--- src/rtl/axi_dac_jesd204_tx_framer_if.sv ---
`default_nettype none
// ============================================================================
// Module   : axi_dac_jesd204_tx_framer_if
// Purpose  : Bundles the DAC sample handshake and the JESD204 TX link-layer
//            beat bus of the framer into one interface.
// Signals  : dac_valid/dac_ready/dac_data - sample word handshake (2 samples
//            per lane per word)
//            tx_ready/tx_data/tx_somf      - link-layer beat bus
//            tx_underflow/underflow_count  - underflow pulse and saturating
//            count
// Modports : master - sample source / link consumer side
//            slave  - the framer
// Revision : 1.0 - initial release
// ============================================================================
interface axi_dac_jesd204_tx_framer_if #(
  parameter int NUM_LANES     = 1,
  parameter int CHANNEL_WIDTH = 16
);
  logic                                 dac_valid;
  logic                                 dac_ready;
  logic [NUM_LANES*CHANNEL_WIDTH*2-1:0] dac_data;
  logic                                 tx_ready;
  logic [NUM_LANES*32-1:0]              tx_data;
  logic                                 tx_somf;
  logic                                 tx_underflow;
  logic [15:0]                          underflow_count;

  modport master (
    output dac_valid, dac_data, tx_ready,
    input  dac_ready, tx_data, tx_somf, tx_underflow, underflow_count
  );

  modport slave (
    input  dac_valid, dac_data, tx_ready,
    output dac_ready, tx_data, tx_somf, tx_underflow, underflow_count
  );
endinterface
`default_nettype wire

--- src/rtl/axi_dac_jesd204_tx_framer.sv ---
`default_nettype none
// ============================================================================
// Module   : axi_dac_jesd204_tx_framer
// Purpose  : Buffers DAC sample words in a 2-entry FIFO and packs them into
//            per-lane 32-bit JESD204 link-layer beats. Tracks the multiframe
//            position (tx_somf) and reports idle beats that follow real data
//            as underflows.
// Ports    : tx_clk     - link clock, only clock
//            tx_resetn  - asynchronous active-low reset
//            pattern_en - (DAC_JESD204_TX_PATTERN_EN only) ramp test pattern
//            bus        - axi_dac_jesd204_tx_framer_if.slave (sample handshake,
//                         link beat bus, underflow status)
// Options  : DAC_JESD204_TX_PATTERN_EN - when defined, adds pattern_en and the
//            ramp generator that replaces the FIFO path while it is high.
// Revision : 1.0 - initial release
// ============================================================================
module axi_dac_jesd204_tx_framer #(
  parameter int NUM_LANES     = 1,
  parameter int NUM_CHANNELS  = 1,
  parameter int CHANNEL_WIDTH = 16,
  parameter int BEATS_PER_MF  = 8
) (
  input  wire logic                    tx_clk,
  input  wire logic                    tx_resetn,
`ifdef DAC_JESD204_TX_PATTERN_EN
  input  wire logic                    pattern_en,
`endif
  axi_dac_jesd204_tx_framer_if.slave   bus
);

  localparam int c_dw      = NUM_LANES * CHANNEL_WIDTH * 2;
  localparam int c_nsmp    = NUM_LANES * 2;
  localparam int c_dpw     = (2 * NUM_LANES) / NUM_CHANNELS;
  localparam int c_h       = (c_dpw >= 4) ? (c_dpw / 4) : 1;
  localparam bit c_hd      = (NUM_LANES > NUM_CHANNELS);
  localparam int c_oct_off = c_hd ? 32 : 8;
  localparam int c_tail    = 16 - CHANNEL_WIDTH;
  localparam int c_cnt_w   = (BEATS_PER_MF > 1) ? $clog2(BEATS_PER_MF) : 1;

  // --------------------------------------------------------------------------
  // 2-entry FIFO
  // --------------------------------------------------------------------------
  logic [c_dw-1:0]          r_mem [2];
  logic [1:0]               r_count;
  logic                     r_rd_ptr;
  logic                     r_wr_ptr;
  logic                     w_pat_mode;
  logic                     w_push;
  logic                     w_pop;
  logic [c_dw-1:0]          w_head;
  logic [NUM_LANES*32-1:0]  w_pack;

`ifdef DAC_JESD204_TX_PATTERN_EN
  logic [15:0]              r_ramp;
  assign w_pat_mode = pattern_en;
`else
  assign w_pat_mode = 1'b0;
`endif

  // dac_ready depends only on registered occupancy, so it never combinationally
  // follows dac_valid or tx_ready.
  assign bus.dac_ready = (r_count != 2'd2) && !w_pat_mode;
  assign w_push        = bus.dac_valid && bus.dac_ready;
  // Pop looks at occupancy before this edge's push, so a word written into an
  // empty FIFO always spends at least one cycle in it.
  assign w_pop         = bus.tx_ready && (r_count != 2'd0) && !w_pat_mode;
  assign w_head        = r_mem[r_rd_ptr];

  always_ff @(posedge tx_clk) begin
    if (w_push) begin
      r_mem[r_wr_ptr] <= bus.dac_data;
    end
  end

  always_ff @(posedge tx_clk or negedge tx_resetn) begin
    if (!tx_resetn) begin
      r_count  <= 2'd0;
      r_rd_ptr <= 1'b0;
      r_wr_ptr <= 1'b0;
    end else begin
      r_count <= r_count + 2'(w_push) - 2'(w_pop);
      if (w_push) begin
        r_wr_ptr <= ~r_wr_ptr;
      end
      if (w_pop) begin
        r_rd_ptr <= ~r_rd_ptr;
      end
    end
  end

  // --------------------------------------------------------------------------
  // Octet packing: each sample is left-justified into 16 bits and split into
  // two octets. In the high-density layout (more lanes than channels) one
  // channel's samples are spread across lanes, so the octet pair lands 32 bits
  // apart instead of adjacent.
  // --------------------------------------------------------------------------
  generate
    for (genvar k = 0; k < c_nsmp; k++) begin : g_slot
      localparam int c_i    = k / c_dpw;
      localparam int c_j    = k % c_dpw;
      localparam int c_lsb0 = c_hd ? ((c_i * c_h + c_j % c_h) * 64 + (c_j / c_h) * 8)
                                   : (k * 16);
      localparam int c_lsb1 = c_lsb0 + c_oct_off;

      logic [15:0] w_dac_word;
      logic [15:0] w_word;

      assign w_dac_word = 16'(w_head[k*CHANNEL_WIDTH +: CHANNEL_WIDTH]) << c_tail;

`ifdef DAC_JESD204_TX_PATTERN_EN
      logic [15:0] w_ramp_k;
      assign w_ramp_k = r_ramp + 16'(k);
      // Keep only the CHANNEL_WIDTH MSBs so the pattern looks like a real sample.
      assign w_word   = pattern_en ? 16'((w_ramp_k >> c_tail) << c_tail) : w_dac_word;
`else
      assign w_word   = w_dac_word;
`endif

      assign w_pack[c_lsb0 +: 8] = w_word[15:8];
      assign w_pack[c_lsb1 +: 8] = w_word[7:0];
    end
  endgenerate

  // --------------------------------------------------------------------------
  // Link beat register, multiframe counter and underflow tracking
  // --------------------------------------------------------------------------
  logic [NUM_LANES*32-1:0] r_tx_data;
  logic [c_cnt_w-1:0]      r_beat;
  logic                    r_armed;
  logic                    r_underflow;
  logic [15:0]             r_uf_cnt;

  always_ff @(posedge tx_clk or negedge tx_resetn) begin
    if (!tx_resetn) begin
      r_tx_data   <= '0;
      r_beat      <= '0;
      r_armed     <= 1'b0;
      r_underflow <= 1'b0;
      r_uf_cnt    <= 16'd0;
    end else begin
      r_underflow <= 1'b0;
      if (bus.tx_ready) begin
        // BEATS_PER_MF is a power of two, so natural wrap gives MF-1 -> 0.
        r_beat <= r_beat + c_cnt_w'(1);
        if (w_pat_mode) begin
          r_tx_data <= w_pack;
        end else if (r_count != 2'd0) begin
          r_tx_data <= w_pack;
          r_armed   <= 1'b1;
        end else begin
          // Idle beats before the first real word are start-up, not underflow.
          r_tx_data <= '0;
          if (r_armed) begin
            r_underflow <= 1'b1;
            if (r_uf_cnt != 16'hFFFF) begin
              r_uf_cnt <= r_uf_cnt + 16'd1;
            end
          end
        end
      end
    end
  end

`ifdef DAC_JESD204_TX_PATTERN_EN
  always_ff @(posedge tx_clk or negedge tx_resetn) begin
    if (!tx_resetn) begin
      r_ramp <= 16'd0;
    end else if (!pattern_en) begin
      r_ramp <= 16'd0;
    end else if (bus.tx_ready) begin
      r_ramp <= r_ramp + 16'(NUM_LANES * 2);
    end
  end
`endif

  assign bus.tx_data         = r_tx_data;
  assign bus.tx_somf         = (r_beat == '0);
  assign bus.tx_underflow    = r_underflow;
  assign bus.underflow_count = r_uf_cnt;

endmodule
`default_nettype wire
--- src/flat_wrapper.sv ---
// flat-port wrapper written by rule: the top's interface ports become plain ports
module axi_dac_jesd204_tx_framer_flat 
#(
  parameter int NUM_LANES     = 1,
  parameter int NUM_CHANNELS  = 1,
  parameter int CHANNEL_WIDTH = 16,
  parameter int BEATS_PER_MF  = 8
)
  (tx_clk, tx_resetn, bus_dac_valid, bus_dac_data, bus_tx_ready, bus_dac_ready, bus_tx_data, bus_tx_somf, bus_tx_underflow, bus_underflow_count);
  axi_dac_jesd204_tx_framer_if #(.NUM_LANES(NUM_LANES), .CHANNEL_WIDTH(CHANNEL_WIDTH)) bus_i ();
  input  wire logic tx_clk;
  input  wire logic tx_resetn;
  input wire logic [$bits(bus_i.dac_valid)-1:0] bus_dac_valid;
  input wire logic [$bits(bus_i.dac_data)-1:0] bus_dac_data;
  input wire logic [$bits(bus_i.tx_ready)-1:0] bus_tx_ready;
  output wire logic [$bits(bus_i.dac_ready)-1:0] bus_dac_ready;
  output wire logic [$bits(bus_i.tx_data)-1:0] bus_tx_data;
  output wire logic [$bits(bus_i.tx_somf)-1:0] bus_tx_somf;
  output wire logic [$bits(bus_i.tx_underflow)-1:0] bus_tx_underflow;
  output wire logic [$bits(bus_i.underflow_count)-1:0] bus_underflow_count;
  assign bus_i.dac_valid = bus_dac_valid;
  assign bus_i.dac_data = bus_dac_data;
  assign bus_i.tx_ready = bus_tx_ready;
  assign bus_dac_ready = bus_i.dac_ready;
  assign bus_tx_data = bus_i.tx_data;
  assign bus_tx_somf = bus_i.tx_somf;
  assign bus_tx_underflow = bus_i.tx_underflow;
  assign bus_underflow_count = bus_i.underflow_count;
  axi_dac_jesd204_tx_framer #(.NUM_LANES(NUM_LANES), .NUM_CHANNELS(NUM_CHANNELS), .CHANNEL_WIDTH(CHANNEL_WIDTH), .BEATS_PER_MF(BEATS_PER_MF)) u_core (.tx_clk(tx_clk), .tx_resetn(tx_resetn), .bus(bus_i));
endmodule
--- config.mk ---
export PLATFORM = sky130hd
export DESIGN_NAME = axi_dac_jesd204_tx_framer_flat
export DESIGN_NICKNAME = d
export VERILOG_FILES = /design/src/rtl/axi_dac_jesd204_tx_framer_if.sv /design/src/rtl/axi_dac_jesd204_tx_framer.sv /design/src/flat_wrapper.sv
export SDC_FILE = /design/constraint.sdc
export NUM_CORES = 1
export LEC_CHECK = 0
export ABC_AREA = 1
export BUFFER_PORTS_ARGS = -buffer_cell sky130_fd_sc_hd__buf_2
export CELL_PAD_IN_SITES_DETAIL_PLACEMENT = 0
export CELL_PAD_IN_SITES_GLOBAL_PLACEMENT = 1
export CORE_ASPECT_RATIO = 0.75
export CORE_MARGIN = 2
export CORE_UTILIZATION = 35
export DETAILED_ROUTE_END_ITERATION = 8
export GPL_ROUTABILITY_DRIVEN = 1
export GPL_TIMING_DRIVEN = 0
export PLACE_DENSITY = 0.67
export SKIP_CTS_REPAIR_TIMING = 1
export SLEW_MARGIN = 15
export SYNTH_ARGS = -nofsm -noshare
export SYNTH_HDL_FRONTEND = slang
export SYNTH_SLANG_ARGS = --single-unit
export TNS_END_PERCENT = 1
--- constraint.sdc ---
create_clock -name tx_clk -period 7.5 [get_ports tx_clk]
set_clock_uncertainty 0.05 [all_clocks]
set_input_delay 0.75 -clock tx_clk [delete_from_list [all_inputs] [get_ports tx_clk]]
set_output_delay 0.75 -clock tx_clk [all_outputs]
set_load 0.005 [all_outputs]
==> results.py <==
metrics = {
    "timing": {
        "rsz0062_at_grt": "false",
        "max_freq_ghz": 0.487,
        "setup_tns_ns": 0,
        "worst_pin_slew_ns": 0.627,
        "finalCritPeriodShare": 0.274,
        "period_needed_ns": 2.05,
        "finalSetupViolCount": 0,
        "max_slew_margin": 0.581,
        "drv_slew": 0,
        "timing_hold_violations_final": 0,
    },
    "detailed_routing": {
        "vias_per_cell": 4.56,
        "routed_wl_um": 10000,
        "ant_nets": 0,
        "drc": 0,
        "vias": 3140,
        "routedWlPerCell_um": 14.6,
        "drtIter0Drc": 170,
        "dr.pass1.iters": 4,
    },
    "power_and_ir_drop": {
        "powerDensity_nw_per_um2": 397,
        "vdd_drop_max_mv": 0.166,
        "p_leak_nw": 2.81,
    },
    "grt": {
        "grt_pass1_vias": 3252,
        "grt.total_usage": 0.145,
        "gr-total-overflow": 0,
        "grt_max_degree": 46,
        "antenna_found_initial": 1,
        "grt_pass1_wl_um": 16400,
    },
    "cts": {
        "tritoncts": "done",
        "numCtsBuffers": 17,
        "clock_path_buffers": 2,
        "htreeDepth": 4,
        "clk_latency_ns": 0.41,
        "cts.reportedPaths.clkPinSlew_ns": 0.06,
        "clkSinkCount": 121,
        "clock-root-buffer": "clkbuf_16",
    },
    "finish": {
        "fin_util": 0.457,
        "diodes": 0,
        "drive_gt1_frac": 0.292,
        "nets": 541,
        "areaGrowthSynthToFinish_pct": 28.4,
    },
    "floorplan": {
        "die_area_sq_um": 14800,
        "fp.coreArea_sq_um": 13600,
        "num_rows": 37,
        "die_h_um": 106,
        "io_pins": 87,
        "die_x_um": 140,
        "start_util": 0.356,
    },
    "synth": {
        "syn_area_sq_um": 4850,
        "netlist_instances": 392,
        "ys_warn_count": 0,
        "synthTopCellsByCount": "68 x nand2_1, 64 x edfxtp_1, 60 x inv_1",
        "synth_top_cell_area_share": 0.396,
        "yosysTopAreaCell": "edfxtp_1",
        "syn-num-nets": 433,
        "yosysMostFrequentCell": "nand2_1",
        "yosysSeqAreaShare": 0.691,
        "synth-seq-cells": 121,
        "ys_async_sr_fraction": 0.471,
        "synth.distinct_cells": 24,
        "synth-edff-count": 64,
        "avgSynthCellArea_sq_um": 12.4,
        "synth_flop_cell": "edfxtp_1",
        "yosys-top-cells-area": "edfxtp_1 40%, dfrtp_1 29%, mux2i_1 6.6%",
    },
    "hold_path": {
        "hold_path.class": "in -> async",
    },
    "worst_setup_path": {
        "end_kind": "primary output",
        "crit_arrival_ns": 1.25,
        "critPathLaunchType": "register",
        "crit_type": "reg -> out",
        "required_ns": 6.70,
        "r2r_start": "u_core.r_count[1]",
        "regToRegEndpoint": "u_core.r_count[1]",
        "cp_max_fo": 2,
        "ff2ff_path_depth": 9,
        "r2r_setup_slack_ns": 5.58,
    },
    "placement": {
        "io_buffers": 86,
        "dpl.hpwl_um": 6890,
        "globalplace.congestion": 0.741,
    },
    "status": {
        "status": "complete, no violations",
    },
    "flow_run": {
        "drv_cap": 0,
    },
}
[cells in the final DEF (no fill, tap or decap), types with 3 or more instances in the layout]
cell,synthesis,layout
buf_2,8,93
inv_1,60,60
nand2_2,8,8
bufinv_16,0,3
xor2_1,5,5
nand2_1,68,68
inv_8,0,3
buf_16,0,3
nor2_1,16,14
ha_1,5,5
clkbuf_1,3,3
nor2_4,3,5
clkbuf_16,0,17
inv_6,0,6
dfrtp_1,57,57
o22ai_1,32,32
edfxtp_1,64,64
mux2i_1,32,32
nand3_1,15,15
[critical path: stages (launching register included)]
cell and delay (ns):
dfrtp_1 0.38, inv_1 0.08, ha_1 0.15, inv_1 0.04
nor2_1 0.08, buf_2 0.12
[state kept, by name, indices dropped and copies added (netlist names)]
signal                      cells
u_core.bus.underflow_count     16
u_core.bus.tx_underflow         1
u_core.r_wr_ptr                 1
u_core.bus.tx_data             32
u_core.r_mem                   64
u_core.r_rd_ptr                 1
u_core.r_count                  2
u_core.r_beat                   3
u_core.r_armed                  1
[kinds of logic after synthesis]
logic type                 share of synthesized area
adders and majority gates                     0.0129
DFF                                            0.691
muxes                                         0.0661
AOI/OAI and AO/OA                             0.0480
buffers and inverters                         0.0617
xor gates and xnor gates                      0.0126
and+or+nand+nor                                0.108
[area by class of cell]
cell class,count,area [sq um]
Timing Repair Buffer,89,515
Buffer,13,73.8
Clock inverter,15,201
Fill cell,1263,7390
Clock buffer,17,425
Multi-Input combinational cell,198,1220
Tap cell,175,219
Sequential cell,121,3350
Inverter,60,225
[per-stage QoR]
step / setup WS, ns / total power, mW / area [sq um] / instances / hold WS, ns
6_report: 5.45 / 2.47 / 6220 / 688 / 0.136
2_1_floorplan: 4.82 / 1.36 / 4850 / 392 / 0.390
3_3_place_gp: 3.74 / 1.59 / 5500 / 653 / 0.404
5_1_grt: 5.37 / 2.62 / 6220 / 688 / 0.129
3_5_place_dp: 5.09 / 1.63 / 5600 / 656 / 0.412
4_1_cts: 5.43 / 2.50 / 6220 / 688 / 0.128
[worst max path at each step]
stage,from,end,slack (ns),cells after the start
finish,u_core.r_beat[1],bus_tx_somf,5.45,5
global route,u_core.r_beat[0],bus_tx_somf,5.37,5
CTS,u_core.r_beat[0],bus_tx_somf,5.43,5
detailed placement,bus_tx_ready,u_core.r_count[1],5.09,9
global placement,bus_dac_valid,u_core.r_mem[1][5],3.74,3
floorplan,bus_dac_valid,u_core.r_mem[1][0],4.82,2
[power by group]
group          internal (mW)  switching, mW  total, mW
registers              0.907         0.0908      0.998
clock network          0.537          0.324      0.861
logic                  0.263          0.347      0.610
[layer usage]
layer	GRT usage	vias to the layer above	routed length [um]
met5	0	-	13
met4	0.0579	2	124
met2	0.236	65	4750
met3	0.0432	14	498
li1	-	1546	-
met1	0.184	1513	4650
Power figures use the tool's default switching activity.
